File: src/rtl/mmio_router_if.sv
// CPU-side and peripheral-side bus bundle for the MMIO router.
// The router connects through the slave modport; the environment (CPU model
// plus peripherals) connects through the master modport.
interface mmio_router_if #(
    parameter int NSLV = 8
);
    // CPU request side
    logic               req;
    logic               we;
    logic [31:0]        addr;
    logic [31:0]        wdata;
    logic [3:0]         wmask;
    // CPU response side
    logic               ready;
    logic [31:0]        rdata;
    logic               err;
    logic [7:0]         err_cnt;
    logic [31:0]        err_addr;
    // Peripheral side
    logic [NSLV-1:0]    slv_sel;
    logic               slv_req;
    logic               slv_we;
    logic [31:0]        slv_addr;
    logic [31:0]        slv_wdata;
    logic [3:0]         slv_wmask;
    logic [NSLV-1:0]    slv_ack;
    logic [NSLV*32-1:0] slv_rdata;

    modport master (
        output req, we, addr, wdata, wmask, slv_ack, slv_rdata,
        input  ready, rdata, err, err_cnt, err_addr,
               slv_sel, slv_req, slv_we, slv_addr, slv_wdata, slv_wmask
    );

    modport slave (
        input  req, we, addr, wdata, wmask, slv_ack, slv_rdata,
        output ready, rdata, err, err_cnt, err_addr,
               slv_sel, slv_req, slv_we, slv_addr, slv_wdata, slv_wmask
    );
endinterface

File: src/rtl/mmio_router.sv
// MMIO router: decodes an address field against a per-slave ID table, runs
// one transaction at a time over a req/ack handshake and returns a single
// cycle response. Unmapped addresses and slaves that never acknowledge give
// an error response, counted in a saturating counter.
module mmio_router #(
    parameter int                   NSLV    = 8,
    parameter int                   ID_LO   = 20,
    parameter int                   ID_W    = 4,
    // slave 0 sits in the LSBs: slave i -> ID listed i-th in {2,5,3,4,8,6,7,F}
    parameter logic [NSLV*ID_W-1:0] SLV_ID  = {4'hF, 4'h7, 4'h6, 4'h8,
                                               4'h4, 4'h3, 4'h5, 4'h2},
    parameter int                   TIMEOUT = 15
) (
    input  logic         clk,
    input  logic         rstn,
    mmio_router_if.slave bus
);

    // a zero TIMEOUT disables the timeout, but the counter still needs a bit
    localparam int              CNT_W   = (TIMEOUT > 0) ? $clog2(TIMEOUT + 1) : 1;
    localparam logic [CNT_W-1:0] CNT_MAX = CNT_W'(TIMEOUT);

    typedef enum logic [1:0] {
        IDLE = 2'd0,
        WAIT = 2'd1,
        RESP = 2'd2
    } state_t;

    state_t            state_q, state_d;

    // control/response registers (reset)
    logic              ready_q, ready_d;
    logic              err_q, err_d;
    logic [31:0]       rdata_q, rdata_d;
    logic              slv_req_q, slv_req_d;
    logic [NSLV-1:0]   sel_q, sel_d;
    logic [7:0]        err_cnt_q, err_cnt_d;
    logic [31:0]       err_addr_q, err_addr_d;
    logic [CNT_W-1:0]  cnt_q, cnt_d;

    // transaction latch (data only, not reset)
    logic              we_q;
    logic [31:0]       addr_q;
    logic [31:0]       wdata_q;
    logic [3:0]        wmask_q;
    logic              lat_en;

    // decode / selection helpers
    logic [ID_W-1:0]   field;
    logic              hit;
    logic [NSLV-1:0]   hit_sel;
    logic              ack_hit;
    logic [31:0]       sel_rdata;

    function automatic logic [7:0] sat_inc(input logic [7:0] v);
        return (v == 8'hFF) ? v : v + 8'd1;
    endfunction

    assign field   = bus.addr[ID_LO +: ID_W];
    assign ack_hit = |(bus.slv_ack & sel_q);

    // Address decode: first (lowest-index) matching slave wins.
    always_comb begin
        hit     = 1'b0;
        hit_sel = '0;
        for (int i = 0; i < NSLV; i++) begin
            if (!hit && field == SLV_ID[i*ID_W +: ID_W]) begin
                hit        = 1'b1;
                hit_sel[i] = 1'b1;
            end
        end
    end

    // One-hot read-data mux driven by the latched select.
    always_comb begin
        sel_rdata = '0;
        for (int i = 0; i < NSLV; i++) begin
            if (sel_q[i]) begin
                sel_rdata = sel_rdata | bus.slv_rdata[i*32 +: 32];
            end
        end
    end

    // Next-state and next-output logic of the IDLE/WAIT/RESP controller.
    always_comb begin
        state_d    = state_q;
        ready_d    = 1'b0;
        err_d      = 1'b0;
        rdata_d    = '0;
        slv_req_d  = 1'b0;
        sel_d      = '0;
        err_cnt_d  = err_cnt_q;
        err_addr_d = err_addr_q;
        cnt_d      = cnt_q;
        lat_en     = 1'b0;
        case (state_q)
            IDLE: begin
                if (bus.req) begin
                    if (hit) begin
                        state_d   = WAIT;
                        lat_en    = 1'b1;
                        slv_req_d = 1'b1;
                        sel_d     = hit_sel;
                        cnt_d     = '0;
                    end else begin
                        state_d    = RESP;
                        ready_d    = 1'b1;
                        err_d      = 1'b1;
                        err_addr_d = bus.addr;
                        err_cnt_d  = sat_inc(err_cnt_q);
                    end
                end
            end
            WAIT: begin
                slv_req_d = 1'b1;
                sel_d     = sel_q;
                // an ack on the last allowed cycle beats the timeout
                if (ack_hit) begin
                    state_d   = RESP;
                    ready_d   = 1'b1;
                    slv_req_d = 1'b0;
                    sel_d     = '0;
                    rdata_d   = we_q ? 32'd0 : sel_rdata;
                end else if (TIMEOUT != 0 && cnt_q == CNT_MAX) begin
                    state_d    = RESP;
                    ready_d    = 1'b1;
                    err_d      = 1'b1;
                    slv_req_d  = 1'b0;
                    sel_d      = '0;
                    err_addr_d = addr_q;
                    err_cnt_d  = sat_inc(err_cnt_q);
                end else begin
                    cnt_d = cnt_q + CNT_W'(1);
                end
            end
            RESP: begin
                state_d = IDLE;
            end
            default: begin
                state_d = IDLE;
            end
        endcase
    end

    // State and registered outputs; reset aborts any transaction silently.
    always_ff @(posedge clk) begin
        if (!rstn) begin
            state_q    <= IDLE;
            ready_q    <= 1'b0;
            err_q      <= 1'b0;
            rdata_q    <= '0;
            slv_req_q  <= 1'b0;
            sel_q      <= '0;
            err_cnt_q  <= '0;
            err_addr_q <= '0;
            cnt_q      <= '0;
        end else begin
            state_q    <= state_d;
            ready_q    <= ready_d;
            err_q      <= err_d;
            rdata_q    <= rdata_d;
            slv_req_q  <= slv_req_d;
            sel_q      <= sel_d;
            err_cnt_q  <= err_cnt_d;
            err_addr_q <= err_addr_d;
            cnt_q      <= cnt_d;
        end
    end

    // Capture the accepted transaction fields for broadcast to the slaves.
    always_ff @(posedge clk) begin
        if (lat_en) begin
            we_q    <= bus.we;
            addr_q  <= bus.addr;
            wdata_q <= bus.wdata;
            wmask_q <= bus.wmask;
        end
    end

    assign bus.ready     = ready_q;
    assign bus.err       = err_q;
    assign bus.rdata     = rdata_q;
    assign bus.err_cnt   = err_cnt_q;
    assign bus.err_addr  = err_addr_q;
    assign bus.slv_req   = slv_req_q;
    assign bus.slv_sel   = sel_q;
    assign bus.slv_we    = we_q;
    assign bus.slv_addr  = addr_q;
    assign bus.slv_wdata = wdata_q;
    assign bus.slv_wmask = wmask_q;

endmodule

File: src/flat_wrapper.sv
// flat-port wrapper written by rule: the top's interface ports become plain ports
module mmio_router_flat 
#(
    parameter int                   NSLV    = 8,
    parameter int                   ID_LO   = 20,
    parameter int                   ID_W    = 4,
                                                                               
    parameter logic [NSLV*ID_W-1:0] SLV_ID  = {4'hF, 4'h7, 4'h6, 4'h8,
                                               4'h4, 4'h3, 4'h5, 4'h2},
    parameter int                   TIMEOUT = 15
)
  (clk, rstn, bus_req, bus_we, bus_addr, bus_wdata, bus_wmask, bus_slv_ack, bus_slv_rdata, bus_ready, bus_rdata, bus_err, bus_err_cnt, bus_err_addr, bus_slv_sel, bus_slv_req, bus_slv_we, bus_slv_addr, bus_slv_wdata, bus_slv_wmask);
  mmio_router_if #(.NSLV(NSLV)) bus_i ();
  input  logic clk;
  input  logic rstn;
  input wire logic [$bits(bus_i.req)-1:0] bus_req;
  input wire logic [$bits(bus_i.we)-1:0] bus_we;
  input wire logic [$bits(bus_i.addr)-1:0] bus_addr;
  input wire logic [$bits(bus_i.wdata)-1:0] bus_wdata;
  input wire logic [$bits(bus_i.wmask)-1:0] bus_wmask;
  input wire logic [$bits(bus_i.slv_ack)-1:0] bus_slv_ack;
  input wire logic [$bits(bus_i.slv_rdata)-1:0] bus_slv_rdata;
  output wire logic [$bits(bus_i.ready)-1:0] bus_ready;
  output wire logic [$bits(bus_i.rdata)-1:0] bus_rdata;
  output wire logic [$bits(bus_i.err)-1:0] bus_err;
  output wire logic [$bits(bus_i.err_cnt)-1:0] bus_err_cnt;
  output wire logic [$bits(bus_i.err_addr)-1:0] bus_err_addr;
  output wire logic [$bits(bus_i.slv_sel)-1:0] bus_slv_sel;
  output wire logic [$bits(bus_i.slv_req)-1:0] bus_slv_req;
  output wire logic [$bits(bus_i.slv_we)-1:0] bus_slv_we;
  output wire logic [$bits(bus_i.slv_addr)-1:0] bus_slv_addr;
  output wire logic [$bits(bus_i.slv_wdata)-1:0] bus_slv_wdata;
  output wire logic [$bits(bus_i.slv_wmask)-1:0] bus_slv_wmask;
  assign bus_i.req = bus_req;
  assign bus_i.we = bus_we;
  assign bus_i.addr = bus_addr;
  assign bus_i.wdata = bus_wdata;
  assign bus_i.wmask = bus_wmask;
  assign bus_i.slv_ack = bus_slv_ack;
  assign bus_i.slv_rdata = bus_slv_rdata;
  assign bus_ready = bus_i.ready;
  assign bus_rdata = bus_i.rdata;
  assign bus_err = bus_i.err;
  assign bus_err_cnt = bus_i.err_cnt;
  assign bus_err_addr = bus_i.err_addr;
  assign bus_slv_sel = bus_i.slv_sel;
  assign bus_slv_req = bus_i.slv_req;
  assign bus_slv_we = bus_i.slv_we;
  assign bus_slv_addr = bus_i.slv_addr;
  assign bus_slv_wdata = bus_i.slv_wdata;
  assign bus_slv_wmask = bus_i.slv_wmask;
  mmio_router #(.NSLV(NSLV), .ID_LO(ID_LO), .ID_W(ID_W), .SLV_ID(SLV_ID), .TIMEOUT(TIMEOUT)) u_core (.clk(clk), .rstn(rstn), .bus(bus_i));
endmodule
File: config.mk
export PLATFORM = sky130hd
export DESIGN_NAME = mmio_router_flat
export DESIGN_NICKNAME = d
export VERILOG_FILES = /design/src/rtl/mmio_router_if.sv /design/src/rtl/mmio_router.sv /design/src/flat_wrapper.sv
export SDC_FILE = /design/constraint.sdc
export NUM_CORES = 1
export LEC_CHECK = 0
export ABC_CLOCK_PERIOD_IN_PS = 9300
export BUFFER_PORTS_ARGS = -buffer_cell sky130_fd_sc_hd__buf_2
export CORE_AREA = 4 4 186 188
export DETAILED_ROUTE_END_ITERATION = 8
export DIE_AREA = 0 0 190 192
export PLACE_DENSITY = 0.46
export SLEW_MARGIN = 10
export SYNTH_ARGS = -nofsm -noshare
export SYNTH_HDL_FRONTEND = slang
export SYNTH_SLANG_ARGS = --single-unit
File: constraint.sdc
create_clock -name clk -period 9.3 [get_ports clk]
set_clock_uncertainty 0.05 [all_clocks]
set_input_delay 1.395 -clock clk [delete_from_list [all_inputs] [get_ports clk]]
set_output_delay 1.395 -clock clk [all_outputs]
set_load 0.01 [all_outputs]
==> run metrics <==
GRT overflow 0; # DRC 0; Clock power frac 40.9%; share of cells above drive strength 1 50.7%; routed wl met3 3080 um; period utilization 35.6%; Die Area 36500 um^2; main combinational cell family by area after synthesis compound AO/OA/AOI/OAI gates; Synth Area in Compound Gates 27.4%; clock buffer depth 2; syn nets 946; Core Util, Final 30.6%; simple-gate portion of the synthesized area 9.88%; WL per Instance 22.0 um; max_slew headroom 31.9%; Sw Pwr 494 uW; crit path time final 3310 ps; Top delay family on crit path compound AO/OA/AOI/OAI gates; Critical Path RT 9580 ps; met1 WL 14300 um; initial antenna violation count 15; unrepaired setup endpoints after global routing false; Avg Vias per Cell 4.70; Buffers on Ports 487; CTS Hold Bufs 0; CTS tree done; synthesized flop and latch total 158; H-tree Lvls 4; setup tns final 0 ps; initial drt markers 552; mux share of post-synthesis cell area 0.151%; die extent in x 190 um; Primary FF master, synth dfxtp_1; global-route wire length before repair 45700 um; Max Clock Freq 0.302 GHz; largest net degree at the start of global routing 69; Met2 Wirelength 15700 um; area grow syn2layout 52.8%; synth unique cells 44; cts repair resizes 0; crit path buf inv count 2; num rows 67; power density cells 170 nW/um^2; gr usage total 16.9%; Setup-failing EPs final 0; Yosys Warn Count 0; root buf cell clkbuf_16; Post-synth EDFFs 69; top sig layer met5; worst skew pair latency 430 ps; combinational share of power 13.6%; sw frac 28.7%; DR vias 7203; Async S/R FF share, synth 0%; CP peak stage delay 620 ps; I/O pin cnt 488; Pint 1230 uW; critical path startpoint category input port; worst vdd ir 0.000128 V; Cell Area, Synth 6620 um^2; fin. max-slew vios 0; fin nets 1402; final-layout fill cell count 3539; Final Hold Fails 0; Least-Margin Pin Slew 1020 ps; total core area 33100 um^2; starting density of the core 20.0%; worst path arrival time 3580 ps; Post-Syn Instances 608; critical-path cell list buf_2, a22oi_2, nand4_2, o32ai_4, buf_4, nor2_1, a311oi_1; TritonCTS Buffers 17; DP HPWL 25400 um; Pre-antenna DRT Iters 7; Lkg Pwr 0.00428 uW; XOR/XNOR Fraction of Synth Area 0.264%; Chip Height 192 um; Worst path slowest cell buf_4; Reg clk slew, reported paths 70 ps; Setup Crit Path Kind in -> reg; gp weighted congestion 0.856; critical-path maximum fanout 65; part of the Yosys area used for sequential elements 58.2%; status complete, no violations; Max-cap violations 0; Sequential Power Share 45.5%; Sink Count 158; Synth Area in Adders 0.378%; crit path capture type register; final WL 33700 um; Synth Area per Inst 10.9 um^2; number of global-route vias before repair 6594; Final ANT Viol Nets 0; hold crit path type reg -> reg; setup bufs post-CTS 0
-- through the flow --
step / area, um^2 / hold slack [ps] / power [uW] / std cells / worst slack, ps
after global routing: 10100 / 464 / 1810 / 1526 / 5850
after CTS: 10100 / 450 / 1750 / 1525 / 6030
after global placement: 9500 / 431 / 1030 / 1493 / 5630
after detailed placement: 9500 / 437 / 1040 / 1493 / 5560
final: 10100 / 444 / 1720 / 1534 / 5990
after floorplan: 6620 / 434 / 893 / 608 / 3810
-- worst paths after layout --
path / endpoint / slack (ps) / cells past startpoint / start
max: u_core.bus.err_addr[18]$_SDFFE_PN0P_ / 5990 / 7 / bus_slv_ack[0]
min: u_core.bus.err_cnt[6]$_SDFFE_PN0P_ / 440 / 2 / u_core.bus.err_cnt[6]$_SDFFE_PN0P_
max reg2reg: u_core.bus.err_addr[18]$_SDFFE_PN0P_ / 6340 / 7 / u_core.bus.slv_sel[0]$_SDFFE_PN0P_
min reg2reg: u_core.bus.err_cnt[6]$_SDFFE_PN0P_ / 440 / 2 / u_core.bus.err_cnt[6]$_SDFFE_PN0P_
-- cells by family after synthesis --
logic type | after synthesis
mux | 1
simple gates | 153
compound gates | 229
buf+inv | 63
flops | 158
xor+xnor | 2
fa+ha+maj | 2
-- worst reg2reg max path: cells and delay by family (launching register included) --
| kind | cells | cell delay, ps |
|---|---|---|
| AND/OR/NAND/NOR | 2 | 500 |
| flip-flops | 1 | 380 |
| buffers and inverters | 2 | 900 |
| AO/OA/AOI/OAI | 3 | 1030 |
-- flip-flops by register name, summed over array words and instances (netlist names), 2 cells and up --
signal,count
u_core.bus.err_addr,32
u_core.bus.err_cnt,8
u_core.bus.rdata,32
u_core.bus.slv_addr,32
u_core.bus.slv_sel,8
u_core.bus.slv_wdata,32
u_core.bus.slv_wmask,4
u_core.cnt_q,4
u_core.state_q,2
-- cell type report --
type	instances	area, um^2	area share, %
Tap cell	448	561	5.54
Clock buffer	17	425	4.20
Multi-Input combinational cell	387	2560	25.3
Timing Repair Buffer	497	2510	24.8
Clock inverter	15	168	1.66
Inverter	3	11.3	0.111
Sequential cell	158	3860	38.2
Antenna cell	9	22.5	0.223
-- power by group through the flow --
stage / combinational (uW) / sequential, uW / clock (uW)
6_report: 235 / 784 / 704
5_1_grt: 258 / 788 / 764
4_1_cts: 239 / 784 / 730
3_5_place_dp: 238 / 800 / 0
3_3_place_gp: 235 / 799 / 0
2_1_floorplan: 77.2 / 816 / 0
-- layout by cell type, fill, tap and decap left out, drive strengths merged, types with 2 or more instances in the layout --
| cell type | count |
|---|---|
| nand3 | 6 |
| clkinv | 5 |
| clkbuf | 17 |
| nand4 | 2 |
| ha | 2 |
| a221oi | 33 |
| a32oi | 5 |
| dfxtp | 89 |
| and2 | 3 |
| nor2b | 2 |
| a21oi | 8 |
| nor2 | 53 |
| nand2b | 2 |
| edfxtp | 69 |
| a22oi | 71 |
| buf | 497 |
| o41ai | 4 |
| o31ai | 2 |
| diode | 9 |
| nor3 | 6 |
| a31oi | 32 |
| clkinvlp | 2 |
| a311oi | 32 |
| inv | 11 |
| xnor2 | 2 |
| nand2 | 69 |
| o21ai | 3 |
| or4 | 5 |
| a22o | 32 |
-- synth_stat cells, types with 2 or more instances --
| cell type | n | area share, % |
|---|---|---|
| a32oi_1 | 5 | 0.66 |
| a21oi_1 | 8 | 0.60 |
| nor2_1 | 53 | 3.0 |
| a22oi_2 | 4 | 0.76 |
| clkbuf_1 | 49 | 2.8 |
| buf_1 | 2 | 0.11 |
| nand2b_1 | 2 | 0.19 |
| and2_1 | 3 | 0.28 |
| a22oi_1 | 67 | 7.6 |
| ha_1 | 2 | 0.38 |
| xnor2_1 | 2 | 0.26 |
| o41ai_1 | 4 | 0.53 |
| nor2b_1 | 2 | 0.19 |
| nand3_1 | 6 | 0.45 |
| nor3_1 | 6 | 0.45 |
| a311oi_1 | 32 | 4.2 |
| inv_1 | 3 | 0.17 |
| o31ai_1 | 2 | 0.23 |
| o21ai_1 | 2 | 0.15 |
| nand2_1 | 69 | 3.9 |
| a221oi_1 | 33 | 4.4 |
| buf_2 | 8 | 0.60 |
| dfxtp_1 | 89 | 27 |
| a31oi_1 | 32 | 3.0 |
| a22o_1 | 32 | 4.2 |
| edfxtp_1 | 69 | 31 |
| or4_1 | 5 | 0.57 |
-- per-layer routing --
metal | vias to the layer above | GRT usage [%]
li1 | 3338 | -
met5 | - | 0
met2 | 339 | 25.9
met4 | 16 | 4.26
met1 | 3470 | 23.1
met3 | 40 | 5.69
No activity file was read; power rests on OpenSTA's default activity.
